**config.mk**
```make
export PLATFORM = sky130hd
export DESIGN_NAME = mult_rr_scheduler
export DESIGN_NICKNAME = d
export VERILOG_FILES = /design/src/rtl/mult_rr_scheduler.sv
export SDC_FILE = /design/constraint.sdc
export NUM_CORES = 1
export LEC_CHECK = 0
export CORE_MARGIN = 5
export CORE_UTILIZATION = 43
export CTS_CLUSTER_DIAMETER = 30
export CTS_CLUSTER_SIZE = 12
export DETAILED_ROUTE_END_ITERATION = 10
export PLACE_DENSITY = 0.87
export SETUP_SLACK_MARGIN = 0.5
export SLEW_MARGIN = 10
export SYNTH_ARGS = -nofsm -noshare
export SYNTH_HDL_FRONTEND = slang
export SYNTH_SLANG_ARGS = --single-unit
```
**constraint.sdc**
```tcl
create_clock -name clk -period 4.8 [get_ports clk]
set_input_delay 0.96 -clock clk [delete_from_list [all_inputs] [get_ports clk]]
set_output_delay 0.96 -clock clk [all_outputs]
set_load 0.05 [all_outputs]
```
**src/rtl/mult_rr_scheduler.sv**
```systemverilog
// mult_rr_scheduler: round-robin sharing of one handshaked signed 16x16 multiplier, with watchdog abort
module mult_rr_scheduler #(
  parameter int N_REQ = 4,
  parameter int TIMEOUT = 1000
) (
  input  logic               clk,
  input  logic               rst_n,
  input  logic [N_REQ-1:0]    req_valid,
  input  logic [16*N_REQ-1:0] req_arg_a,
  input  logic [N_REQ-1:0]    req_arg_a_parity,
  input  logic [16*N_REQ-1:0] req_arg_b,
  input  logic [N_REQ-1:0]    req_arg_b_parity,
  output logic [N_REQ-1:0]    req_ack,
  output logic [N_REQ-1:0]    rsp_valid,
  output logic [31:0]         rsp_result,
  output logic                rsp_result_parity,
  output logic                rsp_parity_error,
  output logic                rsp_timeout,
  output logic                mul_req,
  output logic [15:0]         mul_arg_a,
  output logic [15:0]         mul_arg_b,
  output logic                mul_arg_a_parity,
  output logic                mul_arg_b_parity,
  input  logic                mul_ack,
  input  logic [31:0]         mul_result,
  input  logic                mul_result_parity,
  input  logic                mul_arg_parity_error,
  input  logic                mul_result_rdy
);
  localparam int IW = $clog2(N_REQ);
  localparam int WW = $clog2(TIMEOUT + 1);
  typedef enum logic [2:0] {IDLE, ISSUE, REL, WAIT_RES, DRAIN} state_t;
  state_t state;
  logic [IW-1:0] ptr, cur, pick;
  logic [WW-1:0] wd;
  logic found, busy, wd_hit;
  function automatic logic [IW-1:0] rr_idx(input logic [IW-1:0] p, input int k);
    int s;
    s = int'(p) + k;
    return IW'(s >= N_REQ ? s - N_REQ : s);
  endfunction
  // scan from the farthest offset down so the nearest valid index at/after ptr wins
  always_comb begin
    pick = '0;
    found = 1'b0;
    for (int k = N_REQ - 1; k >= 0; k--)
      if (req_valid[rr_idx(ptr, k)]) begin
        pick = rr_idx(ptr, k);
        found = 1'b1;
      end
  end
  assign busy = state inside {ISSUE, REL, WAIT_RES};
  assign wd_hit = wd == WW'(TIMEOUT - 1);
  always_ff @(posedge clk or negedge rst_n)
    if (!rst_n) begin
      state <= IDLE;
      ptr <= '0;
      cur <= '0;
      wd <= '0;
      req_ack <= '0;
      rsp_valid <= '0;
      rsp_result <= '0;
      rsp_result_parity <= 1'b0;
      rsp_parity_error <= 1'b0;
      rsp_timeout <= 1'b0;
      mul_req <= 1'b0;
      mul_arg_a <= '0;
      mul_arg_b <= '0;
      mul_arg_a_parity <= 1'b0;
      mul_arg_b_parity <= 1'b0;
    end else begin
      req_ack <= '0;
      rsp_valid <= '0;
      rsp_timeout <= 1'b0;
      if (busy && wd_hit) begin
        mul_req <= 1'b0;
        rsp_valid <= N_REQ'(1) << cur;
        rsp_timeout <= 1'b1;
        rsp_result <= '0;
        rsp_result_parity <= 1'b0;
        rsp_parity_error <= 1'b0;
        ptr <= rr_idx(cur, 1);
        wd <= WW'(TIMEOUT);
        state <= DRAIN;
      end else begin
        if (busy) wd <= wd + 1'b1;
        case (state)
          IDLE: if (found) begin
            req_ack <= N_REQ'(1) << pick;
            mul_req <= 1'b1;
            mul_arg_a <= req_arg_a[{pick, 4'b0} +: 16];
            mul_arg_b <= req_arg_b[{pick, 4'b0} +: 16];
            mul_arg_a_parity <= req_arg_a_parity[pick];
            mul_arg_b_parity <= req_arg_b_parity[pick];
            cur <= pick;
            wd <= '0;
            state <= ISSUE;
          end
          ISSUE: if (mul_ack) begin
            mul_req <= 1'b0;
            state <= REL;
          end
          REL: if (!mul_ack) state <= WAIT_RES;
          WAIT_RES: if (mul_result_rdy) begin
            rsp_valid <= N_REQ'(1) << cur;
            rsp_result <= mul_result;
            rsp_result_parity <= mul_result_parity;
            rsp_parity_error <= mul_arg_parity_error;
            ptr <= rr_idx(cur, 1);
            state <= DRAIN;
          end
          DRAIN: if (!mul_result_rdy) state <= IDLE;
          default: state <= IDLE;
        endcase
      end
    end
endmodule

```
# --- Yosys cells after proc, flatten, opt, wreduce, memory -nomap -nowiden ---
# Cells that the tools add are included.
classes:
  addsub: 10
  magnitude_cmp: 10
  n_eq_ne: 10
  shifts: 4
  n_mux: 59
  bitwise: 1
  reduce_logical: 10
op_table:
  columns: ["cell", "count"]
  rows:
  - ["$shiftx 64x7->16", 2]
  - ["$mux 32", 3]
  - ["$mux 10", 4]
  - ["$mux 2", 12]
  - ["$mux 4", 6]
  - ["$mux 1", 20]
  - ["$mux 3", 6]
  - ["$lt 2x3->1 const B", 5]
  - ["$pmux 3 s5", 1]
  - ["$bmux 1 s2", 6]
  - ["$ge 3x3->1 const B", 4]
  - ["$add 10x1->10 const B", 1]
  - ["$eq 10x10->1 const B", 1]
  - ["$sub 2x1->2 const B", 5]
  - ["$ne 3x2->1 const B", 3]
  - ["$shl 1x2->4 const A", 2]
  - ["$add 2x1->3 const B", 2]
  - ["$add 2x2->3 const B", 2]
  - ["$eq 3x2->1 const B", 2]
  - ["$ne 3x3->1 const B", 2]
  - ["$reduce_and 3->1", 2]
  - ["$reduce_bool 3->1", 2]
  - ["$reduce_and 5->1", 1]
  - ["$reduce_bool 2->1", 2]
  - ["8 further kinds", 8]
totals:
  register_bits: 95
  inputBits: 178
  out_inout_bits: 78
  elab_cells: 119

# --- Longest topological paths before layout ---
# Gate-level depths: netlist of the first run.
logic_depth:
  ltp_word: 13
  mapped_depth: 7
  depth_no_buf: 5

# --- Worst setup path before layout of the first run ---
# Ideal clock, no wire load.
synth_timing:
  kind: "in2reg"
  startpoint: "in req_valid[0]"
  endpoint: "reg mul_arg_a[4]"
  setup_time_ps: 142
  arrival_time_ps: 2149
  required_time_ps: 4658
  setup_slack_ps: 2509
  cell_stages: 7
  path_buffers: 2
  path_cell_list: "inv_1 o221a_2 o22ai_1 buf_2 buf_2 mux2i_1 o221ai_1"
synth_via:
  elab_chain_cells: 7
  word_cells_on_any_way: 18
  classes_between: "1 x shift; 16 x mux; 1 x reduce/logical"
synth_rtl:
  columns: ["item", "line", "rtl"]
  rows:
  - ["from (decl)", "8", "input logic [N_REQ-1:0] req_valid,"]
  - ["$bmux 1 s2", "47", "if (req_valid[rr_idx(ptr, k)]) begin"]
  - ["$mux 1 (implied by the code)", "47", null]
  - ["$mux 2 or $mux 1 (tied branches) (4 in a row)", "47", null]
  - ["$shiftx 64x7->16 or $reduce_and 3->1 (tied branches)", null, null]
  - ["to (signal assigned)", "91", "mul_arg_a <= req_arg_a[{pick, 4'b0} +: 16];"]
  - ["to (decl)", "20", "output logic [15:0] mul_arg_a,"]
# Parallel ways exist; a longest one is shown, timed or not. The select of a mux whose other input is x is not followed.
# A chain may end at the register's enable or synchronous reset.

# --- Worst setup path in the final report of the first run ---
layout_timing:
  startpoint: "in req_valid[1]"
  endpoint: "reg mul_arg_b[11]"
layout_via:
  elab_chain_cells: 7
  word_cells_on_any_way: 18
  classes_between: "1 x shift; 16 x mux; 1 x reduce/logical"
layout_rtl:
  columns: ["item", "line", "rtl"]
  rows:
  - ["$bmux 1 s2", "47", null]
  - ["$mux 1 (implied by the code)", "47", null]
  - ["$mux 2 or $mux 1 (tied branches) (4 in a row)", "47", null]
  - ["$shiftx 64x7->16 or $reduce_and 3->1 (tied branches)", null, null]
  - ["to (signal assigned)", "92", "mul_arg_b <= req_arg_b[{pick, 4'b0} +: 16];"]
  - ["to (decl)", "21", "output logic [15:0] mul_arg_b,"]
# Parallel ways exist; a longest one is shown, timed or not. The select of a mux whose other input is x is not followed.

==> results of run 1 <==
==> Yosys cell counts (2+ instances only) <==
cell	count	area share [%]
mux2_1	2	0.47
xnor2_1	7	1.3
buf_2	13	1.4
clkbuf_1	20	1.6
inv_1	6	0.47
mux2i_1	69	15
ha_1	5	1.3
xor2_1	2	0.37
o221ai_1	20	3.7
o21ai_0	5	0.53
nor4_1	2	0.26
nand2b_1	3	0.39
a21oi_1	35	3.7
a211oi_1	2	0.32
nor2_1	27	2.1
nand3_1	37	3.9
nor3_1	9	0.95
nand2_1	63	5.0
o21bai_1	3	0.47
nor2b_1	7	0.92
dfrtp_1	95	50
a221oi_1	14	2.6
buf_4	3	0.47
o22ai_1	2	0.26
and3_1	3	0.39
==> cell type report <==
class / instances / area [µm²]
multi-input cells: 330 / 2210
flip-flops and latches: 95 / 2380
clock buffers: 9 / 124
inverters: 6 / 22.5
clock inverters: 7 / 92.6
fillers: 802 / 3200
repair buffers: 264 / 2640
well taps: 140 / 175
==> routing by layer <==
metal,wire length (µm),GRT usage [%]
met3,1600,6.05
met1,5920,27.8
met2,8320,41.0
met5,0,0
met4,285,7.20
==> per-stage QoR <==
stage | instance area (µm²) | power, mW | std cells | setup WS [ns] | hold WS [ns]
after floorplan | 4750 | 3.30 | 468 | 2.51 | 0.505
after global placement | 7430 | 4.28 | 835 | 1.42 | 0.471
after detailed placement | 7430 | 4.38 | 835 | 1.23 | 0.476
after CTS | 7640 | 4.96 | 851 | 1.62 | 0.503
after global routing | 7640 | 5.19 | 851 | 1.40 | 0.527
final | 7640 | 4.93 | 851 | 1.61 | 0.504
==> kinds of logic (layout without fill, tap and decap cells) <==
| logic type | Yosys count | in the layout | share of synthesized area (%) |
|---|---|---|---|
| flip-flops | 95 | 95 | 50.0 |
| multiplexers | 71 | 71 | 15.0 |
| AO/OA/AOI/OAI | 87 | 87 | 12.7 |
| AND/OR/NAND/NOR | 158 | 158 | 15.3 |
| buffers and inverters | 43 | 286 | 3.97 |
| XOR/XNOR | 9 | 9 | 1.66 |
| adder cells (fa/ha/maj) | 5 | 5 | 1.32 |
==> worst min-delay path, cell delays in order (launching register included) <==
cell      delay (ns)
dfrtp_1         0.36
nand2_1         0.05
o221ai_1        0.06
==> sequential cells by signal, indices dropped and copies added, names as in the netlist <==
register and cells:
mul_req 1, mul_arg_a_parity 1, mul_arg_a 16, rsp_result 32, state 3, mul_arg_b_parity 1, rsp_parity_error 1, cur 2
ptr 2, rsp_timeout 1, rsp_valid 4, req_ack 4, wd 10, mul_arg_b 16, rsp_result_parity 1
==> power groups by stage <==
stage	registers [mW]	clock network, mW	logic (mW)
finish	1.36	0.577	2.99
global route	1.40	0.621	3.17
CTS	1.36	0.589	3.01
detailed placement	1.36	0	3.01
global placement	1.35	0	2.93
floorplan	2.29	0	1.01
==> worst max-delay path by stage <==
stage,startpoint,end,slack [ns],cells after the start
5_1_grt,req_valid[1],mul_arg_b[4],1.40,5
3_3_place_gp,req_valid[1],mul_arg_a[3],1.42,5
2_1_floorplan,req_valid[0],mul_arg_a[4],2.51,7
6_report,req_valid[1],mul_arg_b[11],1.61,5
4_1_cts,req_valid[1],mul_arg_a[6],1.62,5
3_5_place_dp,req_valid[1],mul_arg_b[11],1.23,5
==> impl_metrics.tcl, run 1 <==
set metrics [dict create \
    maxSlewHeadroom_pct 26.9 \
    layout.nets 889 \
    r2r-end "mul_arg_b[11]" \
    async_flop_share_pct 100 \
    ys_ff_latch 95 \
    period_needed_ns 3.19 \
    io_buffers 255 \
    dieArea_um2 13300 \
    htreeDepth 3 \
    insertion_delay_ns 0.36 \
    dp_hpwl_um 12700 \
    worstPathRequired_ns 4.99 \
    grt_max_degree 54 \
    synth-edff-count 0 \
    cts_hold_repair.buffers 0 \
    grt_antenna_before_repair 0 \
    drc 0 \
    utilization_pct 70.5 \
    crit_type "input pin to register" \
    ios 256 \
    cts_buffer_depth 2 \
    pwr-share-seq_pct 27.5 \
    drtPass1Iterations 4 \
    grt_overflow 0 \
    cts.sinks 95 \
    cp_num_buf_inv 1 \
    cts_tree "yes" \
    grt.total_usage_pct 23.2 \
    die_x_um 115 \
    critPathLaunchType "input pin" \
    grt_pass1_wl_um 24000 \
    drtAntennaViolNets 0 \
    numCtsBuffers 9 \
    clkPwrFrac_pct 11.7 \
    drv_cap 0 \
    syn-num-nets 651 \
    min_from "mul_arg_b[0]" \
    diodes 0 \
    hold_viol_final 0 \
    fin_skew_ns 0.0184 \
    fmax_ghz 0.314 \
    row_count 38 \
    period_share_pct 66.4 \
    drive_above_1_share_pct 4.92 \
    wire_per_inst_um 19.0 \
    p_sw_mw 2.40 \
    worstSetupEndpointType "register" \
    p_leak_nw 3.34 \
    cts_setup_buffers 0 \
    irDropWorstVdd_uv 453 \
    crit_slowest_cell "nor2_1" \
    r2r_slack_ns 2.30 \
    slew_violations 0 \
    yosys_warnings 0 \
    setup-tns-final_ns 0 \
    coreArea_um2 10800 \
    first_iter_violations 329 \
    final_cell_mix "clkdlybuf4s50_1, dfrtp_1, mux2i_1" \
    switching_share_pct 48.7 \
    synthFlopType "dfrtp_1" \
    rsz0062_at_grt "no" \
    syn_to_final_growth_pct 60.8 \
    final_common_cell "clkdlybuf4s50_1" \
    ys_types 39 \
    critPathArrivalTime_ns 3.38 \
    wl_um 16100 \
    pwr-share-comb_pct 60.8 \
    r2r_cells 3 \
    setup_violations 0 \
    p_int_mw 2.53 \
    clk_pin_slew_ns 0.10 \
    synth-seq-area-share_pct 50.0 \
    p_per_area_nw_per_um2 645 \
    via_count 4600 \
    syn_inst 468 \
    status "finished clean" \
    place.gp.congestion 0.854 \
    syn_area_um2 4750 \
    critPathTopFamily "simple AND/OR/NAND/NOR gates" \
    root_buffer "clkbuf_8" \
    fp.dieH_um 115 \
    via_per_inst 5.41 \
    grt_pass1_vias 4675 \
    min_to "mul_arg_b[0]" \
    cts_resized 0 \
    avgSynthCellArea_um2 10.2 \
    r2r-start "state[0]" \
    crit_fanout 14 \
    hold_depth 2 \
    tightest_slew_ns 1.09 \
    path_cells "clkdlybuf4s50_1, nor4_1, or4_1, nor2_1, a221oi_1" \
    start_util_pct 43.9 \
    hp-class "register to register" \
    max_stage_delay_ns 0.80 \
]
No activity file was read; power rests on OpenSTA's default activity.
==> run 2, diff against run 1 <==
Settings changed: CORE_UTILIZATION 43 to 36, PLACE_DENSITY 0.87 to 0.78.
Clock period 4.8 ns to 2.6 ns, I/O delays scaled along.
==> run 2 against run 1 <==
  * Total power is 97% higher
  * First-iteration DRC count is 36% lower
  * Core utilization is 8.7 points lower
  * Die area is 18% higher
  * Sequential share of layout area is 1.7 points lower
  * Clock power is 140% higher
  * Wire length is 2.7% higher
  * Setup slack worse by 1.1 ns
  * Critical endpoint is now mul_arg_b[6]
  * Largest cell class unchanged
==> impl_metrics.tcl, run 2 (synthesized netlist as in run 1, its figures left out) <==
set metrics [dict create \
    cts_tree "yes" \
    final_common_cell "clkdlybuf4s50_1" \
    cts.sinks 95 \
    start_util_pct 36.3 \
    critPathLaunchType "register" \
    status "finished clean" \
    dieArea_um2 15600 \
    htreeDepth 3 \
    p_per_area_nw_per_um2 1200 \
    drtPass1Iterations 6 \
    coreArea_um2 13100 \
    fin_cells 909 \
    via_per_inst 5.19 \
    cp.depth 1 \
    critPathArrivalTime_ns 1.52 \
    r2r_cells 6 \
    worstSetupEndpointType "output pin" \
    layout.nets 911 \
    place.gp.congestion 0.919 \
    io_buffers 255 \
    syn_to_final_growth_pct 70.3 \
    via_count 4715 \
    max_stage_delay_ns 0.83 \
    grt_max_degree 51 \
    hp-class "input pin to asynchronous set/reset pin" \
    grt_overflow 0 \
    die_x_um 125 \
    fp.dieH_um 125 \
    crit_type "register to output pin" \
    insertion_delay_ns 0.33 \
    period_needed_ns 2.04 \
    r2r_slack_ns 0.66 \
    period_share_pct 78.6 \
    cp_num_buf_inv 1 \
    maxSlewHeadroom_pct 61.5 \
    r2r-end "state[2]" \
    grt_pass1_vias 4969 \
    grt_antenna_before_repair 0 \
    row_count 42 \
    reg_top3 "rsp_result (32), mul_arg_a (16), mul_arg_b (16)" \
    hold_viol_final 0 \
    irDropWorstVdd_uv 673 \
    drtAntennaViolNets 0 \
    setup-tns-final_ns 0 \
    wl_um 16600 \
    fmax_ghz 0.489 \
    drc 0 \
    worstPathRequired_ns 2.08 \
    placedCellCount 888 \
    diodes 0 \
    clk_pin_slew_ns 0.06 \
    first_iter_violations 211 \
    numCtsBuffers 9 \
    critPathTopFamily "buffers and inverters" \
    path_cells "clkdlybuf4s50_1" \
    setup_violations 0 \
    largest_reg_flops 32 \
    cts_buffer_depth 2 \
    r2r-start "state[2]" \
    rsz0062_at_grt "no" \
    grt_pass1_wl_um 26000 \
    top_register "rsp_result" \
    crit_slowest_cell "clkdlybuf4s50_1" \
    root_buffer "clkbuf_16" \
    drive_above_1_share_pct 9.28 \
    slew_violations 0 \
    final_cell_mix "clkdlybuf4s50_1, dfrtp_1, mux2i_1" \
    ios 256 \
    fin_skew_ns 0.00683 \
    drv_cap 0 \
    dp_hpwl_um 12500 \
    grt.total_usage_pct 20.6 \
    tightest_slew_ns 0.577 \
    p_leak_nw 3.58 \
    crit_fanout 2 \
    wire_per_inst_um 18.2 \
    cts_hold_repair.buffers 0 \
    worst_hold_slack_ns 0.0247 \
]
run 2: cell count changes in the layout (fill, tap and decap cells not counted), moves of 5 or more:
cell,previous run,this run
buf_4,8,23
clkbuf_16,0,9
clkbuf_8,9,2
clkdlybuf4s50_1,254,243
dlygate4sd2_1,0,5
dlymetal6s2s_1,0,6
run 2: how the worst max path moves through the flow:
stage / start / end / slack (ns)
final: mul_arg_b[6] / mul_arg_b[6] / 0.56
after floorplan: req_valid[0] / mul_arg_a[4] / 0.75
after detailed placement: req_valid[0] / mul_arg_a[10] / 0.02
after global routing: mul_arg_b[13] / mul_arg_b[13] / 0.50
after global placement: req_valid[1] / mul_arg_a[3] / 0.11
after CTS: req_valid[1] / mul_arg_a[3] / 0.50
run 2: what timing repair did:
| action | in CTS | in global routing |
|---|---|---|
| buffers inserted | 3 | 0 |
| pin swaps | 3 | 3 |
| gates resized for setup | 14 | 15 |
| gates cloned | 2 | 0 |
| setup endpoints to repair | 33 | 38 |
run 2: metal layers:
layer	wire, µm	part of all wire (%)	global-route usage, %
met3	1360	8.2	6.43
met4	381	2.3	7.08
met1	6440	39	24.2
met2	8390	51	35.8
met5	0	0	0
run 2: stage by stage:
stage	utilization, %	setup slack [ns]	power (mW)	cell area, µm²
6_report	61.9	0.555	9.72	8100
5_1_grt	61.9	0.505	10.3	8100
4_1_cts	61.5	0.496	9.75	8050
3_5_place_dp	58.3	0.0201	8.20	7630
3_3_place_gp	58.3	0.106	8.06	7630
2_1_floorplan	-	0.749	6.10	4750
run 2: layout make-up:
cell class,count,area (µm²)
inverters,6,22.5
fillers,1028,4990
flip-flops and latches,95,2380
clock buffers,12,256
repair buffers,286,2910
multi-input cells,330,2260
clock inverters,4,53.8
well taps,176,220
run 2: where the power goes:
part	internal [mW]	switching [mW]	total, mW	leakage, nW
Clock	0.801	0.558	1.36	0.145
Combinational	2.28	3.55	5.83	2.25
Sequential	2.09	0.433	2.53	1.19
Total	5.18	4.54	9.72	3.58
run 2: worst reg2reg max path: stages, from the launching register on:
cell and delay, ns:
dfrtp_1 0.48, o21ba_4 0.29, nand3_2 0.14, nor4_4 0.35, buf_6 0.35, o21ai_0 0.16, nand3_1 0.10
==> run 3, diff against run 2 <==
Clock period 2.6 ns to 1.8 ns, I/O delays scaled along.
==> run 3 against run 2 <==
  * The flow now finishes with violations (negative setup slack)
  * Via count grew 12%
  * Non-clock buffer count grew 75
  * Highest routed layer unchanged
  * Sequential power grew 51%
  * Combinational power grew 100%
  * Final cell count grew 8.3%
  * Critical path type is now register to register
  * Global-route usage grew 4.0 points
  * Largest cell class unchanged
  * Clock power grew 65%
==> impl_metrics.tcl, run 3 (synthesized netlist as in run 1, its figures left out) <==
set metrics [dict create \
    status "complete, but fails checks" \
    violations "negative setup slack" \
    maxSlewHeadroom_pct 72.1 \
    crit_type "register to register" \
    insertion_delay_ns 0.36 \
    fin_skew_ns 0.00910 \
    critPathArrivalTime_ns 2.21 \
    syn_to_final_growth_pct 113 \
    p_sw_mw 8.10 \
    post-route-cell-area_um2 10100 \
    placedCellCount 890 \
    pwr-share-comb_pct 66.3 \
    irDropWorstVdd_uv 1230 \
    via_count 5301 \
    cp_num_buf_inv 4 \
    htreeDepth 3 \
    diodes 0 \
    r2r-start "ptr[0]" \
    grt_overflow 0 \
    reg_top3 "rsp_result (32), mul_arg_a (16), mul_arg_b (16)" \
    tightest_slew_ns 0.418 \
    ios 256 \
    p_int_mw 9.86 \
    critPathLaunchType "register" \
    drtPass1Iterations 4 \
    grt_max_degree 43 \
    fillers 734 \
    cts_tree "yes" \
    top_register "rsp_result" \
    drv_cap 0 \
    path_cells "nor2b_4, nor3_4, o22ai_4, buf_12, buf_12, buf_12, buf_16, mux2i_1, a221oi_1" \
    slew_violations 0 \
    numCtsBuffers 9 \
    via_per_inst 5.39 \
    pwr-share-seq_pct 21.2 \
    critPathTopFamily "buffers and inverters" \
    multi_input_area_um2 2990 \
    final_common_cell "clkdlybuf4s50_1" \
    worstSetupEndpointType "register" \
    p_per_area_nw_per_um2 1770 \
    start_util_pct 36.3 \
    fmax_ghz 0.506 \
    crit_fanout 8 \
    r2r_cells 9 \
    seq_area_um2 2380 \
    cts_buffer_depth 2 \
    coreArea_um2 13100 \
    rsz0062_at_grt "yes" \
    grt_pass1_vias 5509 \
    drive_above_1_share_pct 40.7 \
    layout.nets 986 \
    grt_pass1_wl_um 30600 \
    fin_cells 984 \
    io_buffers 255 \
    period_needed_ns 1.98 \
    wl_um 22400 \
    switching_share_pct 45.1 \
    dieArea_um2 15600 \
    drtAntennaViolNets 0 \
    setup_slack_ns -0.178 \
    fp.dieH_um 125 \
    grt_antenna_before_repair 0 \
    dp_slack_ns -0.601 \
    root_buffer "clkbuf_16" \
    setup-tns-final_ns -1.80 \
    max_stage_delay_ns 0.43 \
    die_x_um 125 \
    crit_top_cell "buf_12" \
    crit_slowest_cell "dfrtp_2" \
    period_share_pct 110 \
    place.gp.congestion 0.887 \
    postPlaceCellArea_um2 7580 \
    r2r-end "mul_arg_b[12]" \
    largest_reg_flops 32 \
    clk_pin_slew_ns 0.07 \
    first_iter_violations 249 \
    worstPathRequired_ns 2.03 \
    hp-class "input pin to asynchronous set/reset pin" \
    grt.total_usage_pct 24.6 \
    setup_violations 28 \
    final_cell_mix "clkdlybuf4s50_1, buf_6, dfrtp_1" \
    hold_viol_final 0 \
    dp_hpwl_um 12000 \
    drc 0 \
    p_leak_nw 4.43 \
    clkPwrFrac_pct 12.5 \
    row_count 42 \
    r2r_slack_ns -0.18 \
    cts.sinks 95 \
    wire_per_inst_um 22.8 \
]
run 3: cell types whose count changed in the layout (fill, tap and decap cells not counted), moves of 9 or more:
cell,change
a221oi_1,-9
mux2i_1,-17
buf_4,+22
nor2_1,-10
buf_16,+12
a21oi_4,+10
a21oi_2,+24
a221oi_2,+9
a21oi_1,-34
buf_12,+16
mux2i_4,+9
clkdlybuf4s50_1,-71
buf_6,+93
run 3: how the worst max path moves through the flow:
stage                     cells past startpoint             to    startpoint
after floorplan                               6         ptr[0]      state[2]
after global placement                        8   mul_arg_a[4]  req_valid[0]
after detailed placement                      8   mul_arg_a[4]  req_valid[0]
after CTS                                     8  mul_arg_a[10]        ptr[0]
after global routing                          9  mul_arg_b[12]        ptr[0]
final                                         9  mul_arg_b[12]        ptr[0]
run 3: through the flow:
stage | hold WS, ns | total power, mW | util [%]
floorplan | 0.0644 | 9.17 | -
global placement | 0.278 | 11.6 | 57.9
detailed placement | 0.285 | 11.8 | 57.9
CTS | 0.456 | 16.3 | 71.4
global route | 0.491 | 18.6 | 77.4
finish | 0.457 | 18.0 | 77.4
run 3: metal layers:
metal  share of wire, %  GRT usage (%)  vias up
met1                 35           27.2     2587
met5                  0              0        -
met2                 53           44.8      283
met4                3.9           9.31        0
li1                   -              -     2362
met3                7.7           6.78       69
run 3: final cells by class:
| class | count | share of cell area [%] |
|---|---|---|
| timing repair buffer | 361 | 41.1 |
| multi-input combinational | 330 | 29.6 |
| sequential | 95 | 23.5 |
| clock buffer | 11 | 2.30 |
| tap | 176 | 2.18 |
| clock inverter | 5 | 1.05 |
| inverter | 6 | 0.247 |
run 3: what timing repair did:
action / in CTS / in global routing
setup buffers: 33 / 26
pin swaps: 45 / 31
hold buffers: 1 / 0
gates resized for setup: 181 / 104
gates cloned: 16 / 2
setup endpoints to repair: 134 / 146
endpoints found under the hold margin: 20 / 0
run 3: power groups by stage:
stage | sequential, mW | clock, mW | combinational [mW]
floorplan | 6.13 | 0 | 3.04
global placement | 3.61 | 0 | 7.96
detailed placement | 3.63 | 0 | 8.14
CTS | 3.68 | 2.25 | 10.4
global route | 3.90 | 2.37 | 12.4
finish | 3.81 | 2.25 | 11.9
